## src/rtl/misc_edge_detector_multi.sv

```systemverilog
// -----------------------------------------------------------------------------
// misc_edge_detector_multi
//
// Multi-channel synchronising, glitch-filtering edge detector. Each raw
// asynchronous input passes through a SYNC_STAGES flop synchroniser and then
// a debounce filter that accepts a level change only after the synchronised
// value has differed from the current level for FILTER_CYCLES consecutive
// cycles (FILTER_CYCLES = 0 bypasses the filter). Accepted changes produce
// registered one-cycle rising/falling pulses, a mode-qualified event pulse,
// a sticky pending flag per channel and a combined interrupt.
//
// Ports:
//   clk             system clock, all state on rising edge
//   rst             asynchronous active-high reset
//   i_signal        [CHANNELS]   raw asynchronous inputs
//   i_edge_mode     [2*CHANNELS] per channel {falling_en, rising_en}
//   i_irq_en        [CHANNELS]   per-channel interrupt enable
//   i_pending_clr   [CHANNELS]   per-channel clear of the pending flag
//   o_level         [CHANNELS]   filtered, synchronised level
//   o_rising_edge   [CHANNELS]   1-cycle pulse on an accepted 0->1 change
//   o_falling_edge  [CHANNELS]   1-cycle pulse on an accepted 1->0 change
//   o_event         [CHANNELS]   edge pulse qualified by i_edge_mode
//   o_pending       [CHANNELS]   sticky event flags
//   o_irq                        OR of (pending & irq_en)
// -----------------------------------------------------------------------------
module misc_edge_detector_multi #(
  parameter int CHANNELS      = 8,
  parameter int SYNC_STAGES   = 2,
  parameter int FILTER_CYCLES = 4,
  parameter bit INIT_LEVEL    = 1'b0
) (
  input  logic                    clk,
  input  logic                    rst,
  input  logic [CHANNELS-1:0]     i_signal,
  input  logic [2*CHANNELS-1:0]   i_edge_mode,
  input  logic [CHANNELS-1:0]     i_irq_en,
  input  logic [CHANNELS-1:0]     i_pending_clr,
  output logic [CHANNELS-1:0]     o_level,
  output logic [CHANNELS-1:0]     o_rising_edge,
  output logic [CHANNELS-1:0]     o_falling_edge,
  output logic [CHANNELS-1:0]     o_event,
  output logic [CHANNELS-1:0]     o_pending,
  output logic                    o_irq
);

  localparam logic [CHANNELS-1:0] INIT_VEC = {CHANNELS{INIT_LEVEL}};

  logic [CHANNELS-1:0] r_sync [SYNC_STAGES];
  logic [CHANNELS-1:0] w_sync_out;
  logic [CHANNELS-1:0] w_level_next;
  logic [CHANNELS-1:0] r_level;
  logic [CHANNELS-1:0] r_level_d;
  logic [CHANNELS-1:0] r_rise;
  logic [CHANNELS-1:0] r_fall;
  logic [CHANNELS-1:0] r_pending;
  logic [CHANNELS-1:0] w_event;

  // Synchroniser: plain shift chain, nothing between the stages.
  always_ff @(posedge clk or posedge rst) begin
    if (rst) begin
      for (int s = 0; s < SYNC_STAGES; s++) r_sync[s] <= INIT_VEC;
    end else begin
      r_sync[0] <= i_signal;
      for (int s = 1; s < SYNC_STAGES; s++) r_sync[s] <= r_sync[s-1];
    end
  end

  assign w_sync_out = r_sync[SYNC_STAGES-1];

  generate
    if (FILTER_CYCLES == 0) begin : g_bypass
      assign w_level_next = w_sync_out;
    end else begin : g_filter
      localparam int            CW   = $clog2(FILTER_CYCLES + 1);
      localparam logic [CW-1:0] CMAX = CW'(FILTER_CYCLES - 1);

      logic [CW-1:0] r_cnt [CHANNELS];

      // A mismatch must persist for FILTER_CYCLES consecutive cycles; the
      // counter restarts as soon as the synchronised value agrees again.
      always_comb begin
        w_level_next = r_level;
        for (int c = 0; c < CHANNELS; c++) begin
          if ((w_sync_out[c] != r_level[c]) && (r_cnt[c] == CMAX))
            w_level_next[c] = w_sync_out[c];
        end
      end

      always_ff @(posedge clk or posedge rst) begin
        if (rst) begin
          for (int c = 0; c < CHANNELS; c++) r_cnt[c] <= '0;
        end else begin
          for (int c = 0; c < CHANNELS; c++) begin
            if ((w_sync_out[c] == r_level[c]) || (r_cnt[c] == CMAX))
              r_cnt[c] <= '0;
            else
              r_cnt[c] <= r_cnt[c] + 1'b1;
          end
        end
      end
    end
  endgenerate

  // Level, its one-cycle delayed copy and the edge pulses. The pulses are
  // derived from the registered level, so they appear the cycle after the
  // level changes; reset loads both copies with INIT_LEVEL so release alone
  // can never create a pulse.
  always_ff @(posedge clk or posedge rst) begin
    if (rst) begin
      r_level   <= INIT_VEC;
      r_level_d <= INIT_VEC;
      r_rise    <= '0;
      r_fall    <= '0;
    end else begin
      r_level   <= w_level_next;
      r_level_d <= r_level;
      r_rise    <= r_level & ~r_level_d;
      r_fall    <= ~r_level & r_level_d;
    end
  end

  // Mode qualification is combinational on the registered pulses, so a
  // mode change alone can never raise an event.
  always_comb begin
    w_event = '0;
    for (int i = 0; i < CHANNELS; i++) begin
      w_event[i] = (r_rise[i] & i_edge_mode[2*i]) |
                   (r_fall[i] & i_edge_mode[2*i+1]);
    end
  end

  // Set has priority over clear.
  always_ff @(posedge clk or posedge rst) begin
    if (rst) r_pending <= '0;
    else     r_pending <= (r_pending & ~i_pending_clr) | w_event;
  end

  assign o_level        = r_level;
  assign o_rising_edge  = r_rise;
  assign o_falling_edge = r_fall;
  assign o_event        = w_event;
  assign o_pending      = r_pending;
  assign o_irq          = |(r_pending & i_irq_en);

endmodule

```

## config.mk

```make
export PLATFORM = sky130hd
export DESIGN_NAME = misc_edge_detector_multi
export DESIGN_NICKNAME = d
export VERILOG_FILES = /design/src/rtl/misc_edge_detector_multi.sv
export SDC_FILE = /design/constraint.sdc
export NUM_CORES = 1
export LEC_CHECK = 0
export BUFFER_PORTS_ARGS = -buffer_cell sky130_fd_sc_hd__clkbuf_2
export CORE_MARGIN = 2
export CORE_UTILIZATION = 55
export DETAILED_ROUTE_END_ITERATION = 10
export PLACE_DENSITY_LB_ADDON = 0.1
export SYNTH_ARGS = -nofsm -noshare
export SYNTH_HDL_FRONTEND = slang
export SYNTH_SLANG_ARGS = --single-unit
export TNS_END_PERCENT = 100
```

## constraint.sdc

```tcl
create_clock -name clk -period 6.45 [get_ports clk]
set_input_delay 0.9675 -clock clk [delete_from_list [all_inputs] [get_ports clk]]
set_output_delay 0.9675 -clock clk [all_outputs]
set_load 0.05 [all_outputs]
```

## Word-level counts from Yosys, hierarchy flattened

Index checks and enable logic that the tools add are counted.

| storage, ports and cells | value |
|---|---|
| bits of input ports | 42 |
| output and inout bits | 41 |
| word-level logic and storage cells | 111 |
| register bits | 80 |

| cells by class | value |
|---|---|
| muxes and demuxes | 8 |
| reduce and logical (&&, ||, !) cells | 17 |
| equality and inequality tests | 24 |
| add/subtract/negate cells | 8 |
| bitwise operators | 32 |

Operators with widths:

| operator | number |
|---|---|
| AND 8 bit | 4 |
| adder 3 x 1 -> 3 bit, second input constant | 8 |
| equality test 3 x 2 -> 1 bit, second input constant | 8 |
| 2-to-1 mux 3 bit | 8 |
| inverter 8 bit | 3 |
| AND 1 bit | 16 |
| equality test 1 bit | 8 |
| logical AND 1 bit | 8 |
| logical OR 1 bit | 8 |
| != test 1 bit | 8 |
| bitwise OR 1 bit | 8 |
| bitwise OR 8 bit | 1 |
| OR reduction 8 bit | 1 |

## Logic depth before layout (Yosys ltp)

| depth | value |
|---|---|
| depth in word-level cells | 3 |
| gate-level depth with buffers | 3 |
| mapped depth without buffers | 3 |

## Worst setup path before layout

Ideal clock, no wire load.

| path | value |
|---|---|
| path kind | input -> output |
| start | input i_irq_en[0] |
| end | output o_irq |
| data arrival time | 1.632 ns |
| required time | 5.483 ns |
| cell stages on the path | 2 |
| slack | 3.850 ns |
| path buffers | 0 |
| cell sequence | a22oi_1 nand4_1 |

| between the ends | value |
|---|---|
| longest elaborated chain between the ends | 2 |

RTL lines:

| what | line | text |
|---|---|---|
| start, declared | 36 | `input logic [CHANNELS-1:0] i_irq_en,` |
| AND 8 bit | 143 | `assign o_irq = \|(r_pending & i_irq_en);` |
| OR reduction 8 bit | 143 |  |
| end, declared | 43 | `output logic o_irq` |

Every way passes these cells.

## Worst setup path in the final report

| path | value |
|---|---|
| start | input i_irq_en[2] |
| end | output o_irq |

Same word-level chain as after synthesis.

==> run metrics <==
status=complete, no violations; main combinational cell family by area after synthesis=simple AND/OR/NAND/NOR gates; # diodes=0; fmax=0.386 GHz; clock tree root driver cell=clkbuf_8; Worst Hold Class=register to register; post-route setup slack=3.86 ns; wirelength, routed=roughly 4 mm; CTS Sinks=80; Mapped Area=2880 um^2; Yosys reg bits=80; Simple-Gate Fraction of Synth Area=10.3%; Post-Syn Area per Cell=15.2 um^2; Ports=83; Seq/Total Area, Yosys=~69%; DR iter-0 viols=75; Resized Gates After CTS=0; core area=5070 um^2; via/cell ratio=roughly 4.8; Crit. End Element=primary output; number of max-cap violations=0; drc violations=0; Worst Max-Slew Pin Slew=0.921 ns; crit path from=i_irq_en[2]; post-synthesis xor/xnor area fraction=2.43%; compound-gate portion of the synthesized area=5.56%; postcts setup bufs=0; number of nets with antenna violations after routing=0; worst rel slew slack=between 30% and 40%; Post-Synth Adder-Cell Area=under 10%; Cell Chain, Critical Path=clkbuf_2 -> a22oi_1 -> nand4_1 -> clkbuf_2; Vias=1715; Finished Core Util=70.4%; Synth Net Count=248; Clock transition at path regs=0.07 ns; crit path time final=2.59 ns; Buf/Inv on CP=2; hpwl dp=about 3 mm; Leak=between 0.0015 and 0.002 uW; reg2reg start=g_filter.r_cnt[21]; Synth cell types=13; layout overhead on the synthesized area=24.0%; Setup CP Type=input pin to primary output; Req. time, crit path=5.48 ns; htree depth=3; period utilization=about two fifths; final setup fails=0; fill cell count=around 380; crit path max fanout=1; largest net degree at the start of global routing=81; Placement Setup Slack=between 3 and 4 ns; Peak VDD IR=350 uV; CTS Hold Buffers Added=0; gr ovfl total=0; vias in the first global route=between 1.5k and 2k; Mapped Cells=190; unrepaired setup endpoints after global routing=no; leading area contributor after synthesis=dfrtp_1; final hold viol count=0; initial antenna violation count=0; Clock Skew=between 0.006 and 0.007 ns; drt first pass iters=4; gpl congestion=0.649; Ys Warns=0; total negative slack=0 ns; GRT Overall Usage=15.7%; most used cell along the critical path=clkbuf_2; port bufs=82; Die Y=~76 um; Power Dens Cells=between 500 and 600 nW/um^2; starting density of the core=around 57%; Synth top area share=69.4%; CP peak stage delay=0.25 ns; Final Max Slew Viols=0; Worst setup SP type=input pin; hold path start=r_sync[15]; top post-synthesis cells by area=dfrtp_1, ha_1, nor3b_2; Arr. time, crit path=1.62 ns; Inserted Clock Buffers=9; delay-heaviest family, CP=buffers and inverters; per-cell routed wire length=11.2 um; slowest cell on the critical path=clkbuf_2; CTS max path bufs=2; DIE WIDTH=76.4 um; first-pass GRT wire length=~7.2 mm; layout cells sized above 1=roughly two fifths; Nets=342; power after layout=2010 uW; post-synthesis mux area share=approximately 3.1%; CTS tree=done; die area=about 5800 um^2; Rows=26; Skew-Pair Late Insertion Delay=0.33 ns
cell usage after synthesis:
cell	number
xnor2_1	8
nor3b_2	8
mux2_2	8
nor3_1	16
a22o_1	8
nand4_1	1
a21o_1	8
ha_1	16
a22oi_1	4
dfrtp_1	80
nor2b_1	8
inv_1	17
and2b_1	8
routing by layer:
layer | GRT usage, % | vias to the layer above | wire, um
li1 | - | 836 | -
met1 | 19.3 | 816 | 1740
met2 | 25.5 | 55 | 1950
met3 | 4.15 | 8 | 235
met4 | 8.73 | 0 | 80
met5 | 0 | - | 0
area by class of cell:
type	count	area [um^2]	area share (%)
tap	70	87.6	2.45
timing repair buffer	83	418	11.7
multi-input combinational	93	817	22.9
clock buffer	14	173	4.83
sequential	80	2000	56.0
clock inverter	2	12.5	0.350
inverter	17	65.1	1.82
flip-flops by register name, indices dropped and copies added, names as in the netlist:
name / flops
g_filter.r_cnt: 24
o_falling_edge: 8
o_level: 8
o_pending: 8
o_rising_edge: 8
r_level_d: 8
r_sync: 8
w_sync_out: 8
worst reg2reg max path, stage by stage (launching register included):
cell and delay, ns:
dfrtp_1 0.40, ha_1 0.20, ha_1 0.24, mux2_2 0.28
cells in the final DEF (no fill, tap or decap), types with 2 or more instances in the layout:
cell       n
clkbuf_2  82
dfrtp_1   80
inv_1     16
nor3_1    16
ha_1      16
clkbuf_8  12
xnor2_1    8
nor3b_2    8
and2b_1    8
nor2b_1    8
a22o_1     8
a21o_1     8
mux2_2     8
a22oi_1    4
clkinv_2   2
clkbuf_1   2
final timing paths:
path | endpoint | slack, ns | cells after the start
min reg2reg | w_sync_out[7] | 0.35 | 0
min | w_sync_out[7] | 0.35 | 0
min in group asynchronous | w_sync_out[5] | 0.91 | 3
max in group asynchronous | g_filter.r_cnt[3] | 4.96 | 3
max reg2reg | o_level[0] | 5.21 | 3
max | o_irq | 3.86 | 4
through the flow:
step | hold slack, ns | instance area (um^2) | cells
6_report | 0.350 | 3570 | 359
3_5_place_dp | 0.337 | 3390 | 343
5_1_grt | 0.358 | 3570 | 359
3_3_place_gp | 0.333 | 3390 | 343
2_1_floorplan | 0.331 | 2880 | 190
4_1_cts | 0.352 | 3570 | 359
power by group:
part | total [uW] | leakage [uW] | internal [uW] | switching (uW)
logic | 878 | 0.000796 | 259 | 619
clock network | 327 | 0.0000927 | 171 | 156
registers | 801 | 0.00100 | 684 | 118
total | 2010 | 0.00189 | 1110 | 893
cell families (layout without fill, tap and decap cells):
group           Yosys count  count (layout)
xor+xnor                  8               8
simple gates             41              41
flops                    80              80
mux                       8               8
fa+ha+maj                16              16
compound gates           20              20
buf+inv                  17             116
(Power assumes the default switching activity.)
